==> src/rtl/ps2_scan_rx.sv <==
// PS/2 keyboard scan-code receiver.
// Conditions the keyboard clock/data lines, assembles 11-bit frames,
// strips break (F0) and extended (E0) prefixes and presents the latest
// make code on tecla_o with a one-cycle valid strobe and an error strobe.
// Optional feature: define PS2_PARITY_CHK_EN to reject frames with bad odd parity.
module ps2_scan_rx #(
  parameter int FILTER_LEN  = 8,
  parameter int TIMEOUT_CYC = 50000
) (
  input  logic       clk_i,
  input  logic       rst_i,
  input  logic       ps2_clk_i,
  input  logic       ps2_data_i,
  output logic [7:0] tecla_o,
  output logic       tecla_valid_o,
  output logic       err_o,
  output logic       busy_o
);

  localparam int FW = $clog2(FILTER_LEN + 1);
  localparam int TW = $clog2(TIMEOUT_CYC + 1);

  typedef enum logic [1:0] {S_IDLE, S_DATA, S_PARITY, S_STOP} state_t;

  state_t        state, state_nxt;
  logic          ps2_clk_p0, ps2_clk_p1;
  logic          ps2_data_p0, ps2_data_p1;
  logic [FW-1:0] filt_cnt;
  logic          filt_clk, filt_clk_d;
  logic          strobe;
  logic [2:0]    bitcnt, bitcnt_nxt;
  logic [7:0]    shreg, shreg_nxt;
  logic          par_bit, par_bit_nxt;
  logic [TW-1:0] to_cnt;
  logic          timeout;
  logic          brk, brk_nxt;
  logic          ext, ext_nxt;
  logic [7:0]    tecla_nxt;
  logic          valid_nxt, err_nxt;
  logic          frame_ok;

  // Two-flop synchronizers; idle PS/2 lines sit high
  always_ff @(posedge clk_i or negedge rst_i) begin
    if (!rst_i) begin
      ps2_clk_p0  <= 1'b1;
      ps2_clk_p1  <= 1'b1;
      ps2_data_p0 <= 1'b1;
      ps2_data_p1 <= 1'b1;
    end else begin
      ps2_clk_p0  <= ps2_clk_i;
      ps2_clk_p1  <= ps2_clk_p0;
      ps2_data_p0 <= ps2_data_i;
      ps2_data_p1 <= ps2_data_p0;
    end
  end

  // Glitch filter: the filtered clock follows only a level held for FILTER_LEN samples
  always_ff @(posedge clk_i or negedge rst_i) begin
    if (!rst_i) begin
      filt_cnt   <= '0;
      filt_clk   <= 1'b1;
      filt_clk_d <= 1'b1;
    end else begin
      filt_clk_d <= filt_clk;
      if (ps2_clk_p1 == filt_clk) begin
        filt_cnt <= '0;
      end else if (filt_cnt == FW'(FILTER_LEN - 1)) begin
        filt_clk <= ps2_clk_p1;
        filt_cnt <= '0;
      end else begin
        filt_cnt <= filt_cnt + FW'(1);
      end
    end
  end

  assign strobe  = filt_clk_d & ~filt_clk;
  assign timeout = (state != S_IDLE) && !strobe && (to_cnt == TW'(TIMEOUT_CYC - 1));
  assign busy_o  = (state != S_IDLE);

  // Inter-edge watchdog: counts only inside a frame, restarts on every sample strobe
  always_ff @(posedge clk_i or negedge rst_i) begin
    if (!rst_i) begin
      to_cnt <= '0;
    end else if (state == S_IDLE || strobe || timeout) begin
      to_cnt <= '0;
    end else begin
      to_cnt <= to_cnt + TW'(1);
    end
  end

  // Frame FSM and prefix decoding; a timeout overrides everything except a strobe
  always_comb begin
    state_nxt   = state;
    bitcnt_nxt  = bitcnt;
    shreg_nxt   = shreg;
    par_bit_nxt = par_bit;
    brk_nxt     = brk;
    ext_nxt     = ext;
    tecla_nxt   = tecla_o;
    valid_nxt   = 1'b0;
    err_nxt     = 1'b0;
`ifdef PS2_PARITY_CHK_EN
    frame_ok    = ps2_data_p1 & (^{shreg, par_bit});
`else
    frame_ok    = ps2_data_p1;
`endif
    if (timeout) begin
      state_nxt = S_IDLE;
      err_nxt   = 1'b1;
      brk_nxt   = 1'b0;
      ext_nxt   = 1'b0;
    end else if (strobe) begin
      case (state)
        S_IDLE: begin
          if (!ps2_data_p1) begin
            state_nxt  = S_DATA;
            bitcnt_nxt = 3'd0;
          end
        end
        S_DATA: begin
          shreg_nxt = {ps2_data_p1, shreg[7:1]};
          if (bitcnt == 3'd7) state_nxt = S_PARITY;
          else                bitcnt_nxt = bitcnt + 3'd1;
        end
        S_PARITY: begin
          par_bit_nxt = ps2_data_p1;
          state_nxt   = S_STOP;
        end
        S_STOP: begin
          state_nxt = S_IDLE;
          if (!frame_ok) begin
            err_nxt = 1'b1;
          end else if (shreg == 8'hF0) begin
            brk_nxt = 1'b1;
          end else if (shreg == 8'hE0) begin
            ext_nxt = 1'b1;
          end else if (brk) begin
            brk_nxt = 1'b0;
            ext_nxt = 1'b0;
          end else begin
            tecla_nxt = shreg;
            valid_nxt = 1'b1;
            ext_nxt   = 1'b0;
          end
        end
        default: state_nxt = S_IDLE;
      endcase
    end
  end

  // State, datapath and registered outputs
  always_ff @(posedge clk_i or negedge rst_i) begin
    if (!rst_i) begin
      state         <= S_IDLE;
      bitcnt        <= 3'd0;
      shreg         <= 8'h00;
      par_bit       <= 1'b0;
      brk           <= 1'b0;
      ext           <= 1'b0;
      tecla_o       <= 8'h00;
      tecla_valid_o <= 1'b0;
      err_o         <= 1'b0;
    end else begin
      state         <= state_nxt;
      bitcnt        <= bitcnt_nxt;
      shreg         <= shreg_nxt;
      par_bit       <= par_bit_nxt;
      brk           <= brk_nxt;
      ext           <= ext_nxt;
      tecla_o       <= tecla_nxt;
      tecla_valid_o <= valid_nxt;
      err_o         <= err_nxt;
    end
  end

endmodule

==> config.mk <==
export PLATFORM = sky130hd
export DESIGN_NAME = ps2_scan_rx
export DESIGN_NICKNAME = d
export VERILOG_FILES = /design/src/rtl/ps2_scan_rx.sv
export SDC_FILE = /design/constraint.sdc
export NUM_CORES = 1
export LEC_CHECK = 0
export ABC_AREA = 0
export CAP_MARGIN = 20
export CORE_UTILIZATION = 56
export DETAILED_ROUTE_END_ITERATION = 7
export HOLD_SLACK_MARGIN = 0.15
export PLACE_DENSITY_LB_ADDON = 0.2
export SLEW_MARGIN = 20
export SYNTH_ARGS = -nofsm -noshare
export SYNTH_HDL_FRONTEND = slang
export SYNTH_SLANG_ARGS = --single-unit
==> constraint.sdc <==
create_clock -name clk_i -period 1.9 [get_ports clk_i]
set_input_delay 0.38 -clock clk_i [delete_from_list [all_inputs] [get_ports clk_i]]
set_output_delay 0.38 -clock clk_i [all_outputs]
set_load 0.005 [all_outputs]
==> summary.txt, run 1 <==
Nets: 218
core area: 3716 um2
final setup vio count: 0
Seq/Total Area, Yosys: 0.5690
# DRC: 0
Netlist cell types: 33
CP peak stage delay: 540 ps
die area: 4206 um2
Worst Path Buf+Inv: 0
clock sink total: 50
Top Ports: 15
CTS Buffer Depth: 2
Switching Fraction: 0.2845
syn nets: 193
clock power share: 0.290
design internal power: 1862 uW
WL/cell: 15.35 um
Seq cells post-synth: 50
Die Width: 64.85 um
Tightest Pin Transition: 512.5 ps
DP HPWL: 2697 um
most frequent cells in the layout: 44 x dfrtp_1, 21 x nor2_1, 18 x mux2_2
commonest non-fill, non-tap cell in the layout: dfrtp_1
count of final hold-check violations: 0
CTS tree: built
Psw: 740.4 uW
Final Skew: 9.529 ps
H-tree depth: 2
Clock transition at path regs: 90 ps
CP startpoint kind: flop
Area growth, synth to finish: 17.14%
MaxCap Viol Count: 0
Final Non-Filler Cells: 254
Mapped Avg Cell Area: 12.29 um2
element type at the critical path end: flop
pin count of the biggest net entering global routing: 51
fmax: 0.5643 GHz
combinational share of power: 0.213
Slowest-stage cell, CP: dfstp_2
first-pass GRT wire length: 7120 um
worst hold margin: 360.6 ps
fin crit share: 0.9326
min Tclk post-route: 1772 ps
Hold Crit Class: reg -> reg
largest fanout on the critical path: 9
sequential power share: 0.497
synthesized netlist cell count: 180
DRT antenna net count: 0
Critical Path Source: filt_clk_d
fin. max-slew vios: 0
crit-path cells: nor2b_4 > nand3_2 > nor3_4 > mux2_2
final setup TNS: 0 ps
number of synthesis warnings: 0
Rows: 22
port buffer count: 14
starting density of the core: 0.5953
DR vias: 1456
Critical Path RT: 2090 ps
RSZ-0062 raised after global routing: no
antenna violations before repair: 0
Slew headroom: 0.6584
router iterations before antenna repair: 4
run status: complete, no violations
share of post-route cells with drive strength above 1: 0.2184
family with the most delay on the worst path: simple AND/OR/NAND/NOR gates
RR Startpoint: filt_clk_d
Final GP Congestion: 0.8501
total gr overflow: 0
n_diodes: 0
total global-route track usage: 0.2217
area of the mapped netlist: 2212 um2
number of CTS-inserted buffers: 5
cell leakage power: 0.001153 uW
Worst R2R Setup Slack: 130 ps
Worst VDD drop: 0.6289 mV
placed insts: 243
Total Wirelength: 3900 um
Crit Path Category: reg -> reg
Worst Path Arrival: 1960 ps
Power Density: 1004 nW/um2
vias in the first global route: 1523
clock root buffer: clkbuf_8
Chip Height: 64.85 um
worst skew pair latency: 300 ps
Worst Hold Launch: ps2_clk_p0
drt via density: 5.732
initial drt markers: 126
cell type report:
type                    instances  area (um2)
inverters                       6       22.52
clock buffers                   7       86.33
well taps                      48       60.06
fillers                       270        1125
flip-flops and latches         50        1259
repair buffers                 19       190.2
clock inverters                 1       30.03
multi-input cells             123       943.4
path summary, 6_finish.rpt:
check	endpoint	cells past startpoint
worst max register to register	tecla_o[7]	4
worst min-delay path	ps2_clk_p1	0
max in group asynchronous	filt_clk	3
worst max-delay path	tecla_o[7]	4
worst min register to register	ps2_clk_p1	0
min in group asynchronous	shreg[0]	3
metrics by stage:
stage / utilization / total power [uW] / area [um2] / setup WS (ps)
after floorplan: - / 1632 / 2212 / 277.8
after global placement: 0.6539 / 1766 / 2430 / 196.1
after detailed placement: 0.6539 / 1814 / 2430 / 129.7
after CTS: 0.6953 / 2631 / 2584 / 1.434
after global routing: 0.6973 / 2757 / 2591 / 19.08
final: 0.6973 / 2602 / 2591 / 128.0
flip-flops by register name, summed over array words and instances (netlist names):
| name | count |
|---|---|
| to_cnt | 16 |
| shreg | 8 |
| tecla_o | 8 |
| filt_cnt | 4 |
| bitcnt | 3 |
| state | 2 |
| brk | 1 |
| err_o | 1 |
| filt_clk | 1 |
| filt_clk_d | 1 |
| frame_ok | 1 |
| ps2_clk_p0 | 1 |
| ps2_clk_p1 | 1 |
| ps2_data_p0 | 1 |
| tecla_valid_o | 1 |
Yosys cell counts, drive strengths merged:
library cell  count  area share
a211oi            1      0.0034
a21oi             2      0.0045
a221oi            1      0.0040
a22o              5       0.020
a41oi             1      0.0040
and3              2      0.0057
and4              1      0.0040
and4b             1      0.0045
and4bb            1      0.0057
buf               1      0.0023
dfrtp            44        0.50
dfstp             6       0.071
ha                9       0.051
inv               6       0.010
mux2             18       0.092
nand2             9       0.015
nand2b            1      0.0028
nand3             5       0.014
nand4             6       0.017
nand4b            1      0.0040
nor2             21       0.036
nor2b             2      0.0091
nor3              9       0.025
nor4              6       0.020
o21ai             2      0.0045
o21bai            1      0.0034
o31ai             2      0.0068
xnor2            13       0.051
xor2              3       0.012
power groups by stage:
stage	Combinational (uW)	Clock, uW	Sequential, uW
after detailed placement	501	0	1310
final	553	756	1290
after global placement	467	0	1300
after floorplan	349	0	1280
after global routing	628	819	1310
after CTS	557	783	1290
worst reg2reg max path, cell delays in order (launching register included):
cell     delay, ps
dfstp_2        540
nor2b_4        200
nand3_2        130
nor3_4         400
mux2_2         390
per-layer routing:
metal / part of all wire / track usage
met3: 0.035 / 0.05106
met2: 0.49 / 0.3424
met5: 0 / 0
met4: 0.015 / 0.08889
met1: 0.46 / 0.3019
cells by family after synthesis:
group                    count (synthesis)  synth area share
AO/OA/AOI/OAI                           15           0.05034
XOR/XNOR                                16           0.06335
adder cells (fa/ha/maj)                  9           0.05091
buffers and inverters                    7           0.01244
flip-flops                              50            0.5690
multiplexers                            18           0.09163
AND/OR/NAND/NOR                         65            0.1623
repair_timing:
item | in CTS | in global routing
hold buffers | 1 | 0
setup endpoints to repair | 1 | 5
hold endpoints to repair | 44 | 0
gates resized for setup | 3 | 3
setup buffers | 2 | 0
No activity file was read; power rests on OpenSTA's default activity.
==> run 2: changes to the inputs <==
Settings changed: CORE_MARGIN from default to 1.
==> results of run 2 <==
No change in the layout: final DEF, timing and power equal those of run 1.
==> run 3: changes to the inputs <==
Settings changed: SETUP_SLACK_MARGIN from default to 0.5.
==> run 3 against run 2 <==
  * Wire length is 43% higher
  * Combinational power is 83% higher
  * Worst setup slack better by 48 ps
  * Sequential share of layout area is 6.6 points lower
  * Sequential cell count stayed put
  * Critical path depth is 1 higher
  * Clock power is 1% lower
  * Clock skew is 9.5 ps higher
  * First-iteration DRC count is 11% lower
  * Die area stayed put
  * Critical endpoint is now tecla_o[4]
==> summary.txt, run 3 (same netlist as run 1, synthesis figures left out) <==
post-place setup slack: 103.6 ps (-26.06 ps)
MaxCap Viol Count: 0 (unchanged)
Worst Path Arrival: 1920 ps (-40 ps)
final setup TNS: 0 ps (unchanged)
clock root buffer: clkbuf_8
first-pass GRT wire length: 7948 um (+12%)
fmax: 0.5802 GHz (+2.8%)
Top Ports: 15 (unchanged)
# fillers: 189 (-30%)
antenna violations before repair: 0 (unchanged)
Total Wirelength: 5572 um (+43%)
clock sink total: 50 (unchanged)
CTS tree: built
drt via density: 6.157 (+7.4%)
Power Total: 3050 uW (+17%)
multi-input logic area: 1204 um2 (+28%)
design area: 3009 um2 (+16%)
placed instance area: 2430 um2 (unchanged)
# DRC: 0 (unchanged)
Chip Height: 64.85 um (unchanged)
n_diodes: 0 (unchanged)
Final GP Congestion: 0.7910 (-7.0%)
fin crit share: 0.9071 (-0.02552)
max reg flops: 16 (unchanged)
starting density of the core: 0.5953 (unchanged)
Rows: 22 (unchanged)
fin. max-slew vios: 0 (unchanged)
Nets: 238 (+9.2%)
most frequent cells in the layout: 40 x dfrtp_1, 19 x buf_4, 18 x mux2_2
worst skew pair latency: 320 ps (+20 ps)
CP startpoint kind: flop
commonest non-fill, non-tap cell in the layout: dfrtp_1
Tightest Pin Transition: 451.1 ps (-61.32 ps)
core area: 3716 um2 (unchanged)
Clock transition at path regs: 100 ps (about the same)
Slowest-stage cell, CP: dfstp_2
family with the most delay on the worst path: flip-flops
Slew headroom: 0.6967 (+0.03838)
share of post-route cells with drive strength above 1: 0.4602 (+0.2417)
sequential cell area: 1264 um2 (+0.40%)
top flop regs: to_cnt x16, shreg x8, tecla_o x8
count of final hold-check violations: 0 (unchanged)
pin count of the biggest net entering global routing: 51 (unchanged)
H-tree depth: 2 (unchanged)
Worst VDD drop: 0.7235 mV (+15%)
WL/cell: 20.34 um (+32%)
worst setup margin: 176.5 ps (+48.50 ps)
number of CTS-inserted buffers: 5 (unchanged)
DR vias: 1687 (+16%)
DRT antenna net count: 0 (unchanged)
Reg with most FFs: to_cnt
total global-route track usage: 0.2602 (+0.03851)
Final Skew: 19.01 ps (+9.484 ps)
min Tclk post-route: 1723 ps (-48.50 ps)
Area growth, synth to finish: 36.03%
element type at the critical path end: flop
total gr overflow: 0 (unchanged)
run status: complete, no violations
largest fanout on the critical path: 9 (unchanged)
Power Density: 1014 nW/um2 (+0.92%)
cell leakage power: 0.001327 uW (+15%)
crit-path cells: nor2b_4 > nand3_2 > nor3_4 > buf_12 > mux2_2
router iterations before antenna repair: 4 (unchanged)
port buffer count: 14 (unchanged)
initial drt markers: 112 (-11%)
die area: 4206 um2 (unchanged)
DP HPWL: 2750 um (+2.0%)
final setup vio count: 0 (unchanged)
Critical Path RT: 2090 ps (about the same)
Worst Path Buf+Inv: 1 (+1)
Hold Crit Class: reg -> reg
Die Width: 64.85 um (unchanged)
Crit Path Category: reg -> reg
CTS Buffer Depth: 2 (unchanged)
worst hold margin: 361.8 ps (+1.234 ps)
vias in the first global route: 1686 (+11%)
CP peak stage delay: 560 ps (+20 ps)
RSZ-0062 raised after global routing: yes
-- run 3: changes by cell type in the layout (fill, tap and decap cells not counted), moves of 4 or more --
cell	before	now
dfrtp_2	0	4
nor3_1	7	3
buf_4	3	19
nor2_1	21	9
nor2_4	0	8
dlygate4sd2_1	0	10
dfrtp_1	44	40
nor2_2	0	4
clkdlybuf4s50_1	12	2
nor4_1	5	0
nor4_2	1	5
-- run 3: layer usage --
metal,vias to the layer above,part of all wire,track usage
met4,0,0.046,0.1167
li1,731,-,-
met2,75,0.51,0.4336
met5,-,0,0
met3,26,0.050,0.06162
met1,855,0.40,0.3192
-- run 3: worst register-to-register path: cells and delay by family (launching register included) --
kind / cells / cell delay (ps)
muxes: 1 / 340
buffers and inverters: 1 / 170
DFF: 1 / 560
and+or+nand+nor: 3 / 540
-- run 3: timing repair --
action	CTS	global route
gates resized for setup	57	24
setup endpoints to repair	50	40
buffers inserted	15	6
hold buffers	1	0
hold endpoints to repair	44	0
pin swaps	22	7
cloned	1	0
-- run 3: worst paths after layout --
path,endpoint,cells past startpoint,startpoint,slack [ps]
setup / recovery,tecla_o[4],5,filt_clk_d,180
hold / removal,ps2_clk_p1,0,ps2_clk_p0,360
setup reg to reg,tecla_o[4],5,filt_clk_d,180
hold reg to reg,ps2_clk_p1,0,ps2_clk_p0,360
max in group asynchronous,ps2_clk_p1,3,rst_i,1030
min in group asynchronous,state[0],3,rst_i,570
-- run 3: layout make-up --
class,instances,share of cell area
sequential,50,0.4200
multi-input combinational,123,0.4000
timing repair buffer,39,0.1173
clock buffer,7,0.02536
tap,48,0.01996
clock inverter,1,0.009979
inverter,6,0.007484
-- run 3: metrics by stage --
step                std cells    util
global route              274  0.8098
global placement          243  0.6539
finish                    274  0.8098
detailed placement        243  0.6539
floorplan                 180       -
CTS                       268  0.7667
-- run 3: report_power, final --
part	internal, uW	leakage, uW	total, uW	switching [uW]
combinational	453	0.000611	1010	555
sequential	1190	0.000664	1290	109
clock	394	0.0000524	747	353
total	2030	0.00133	3050	1020
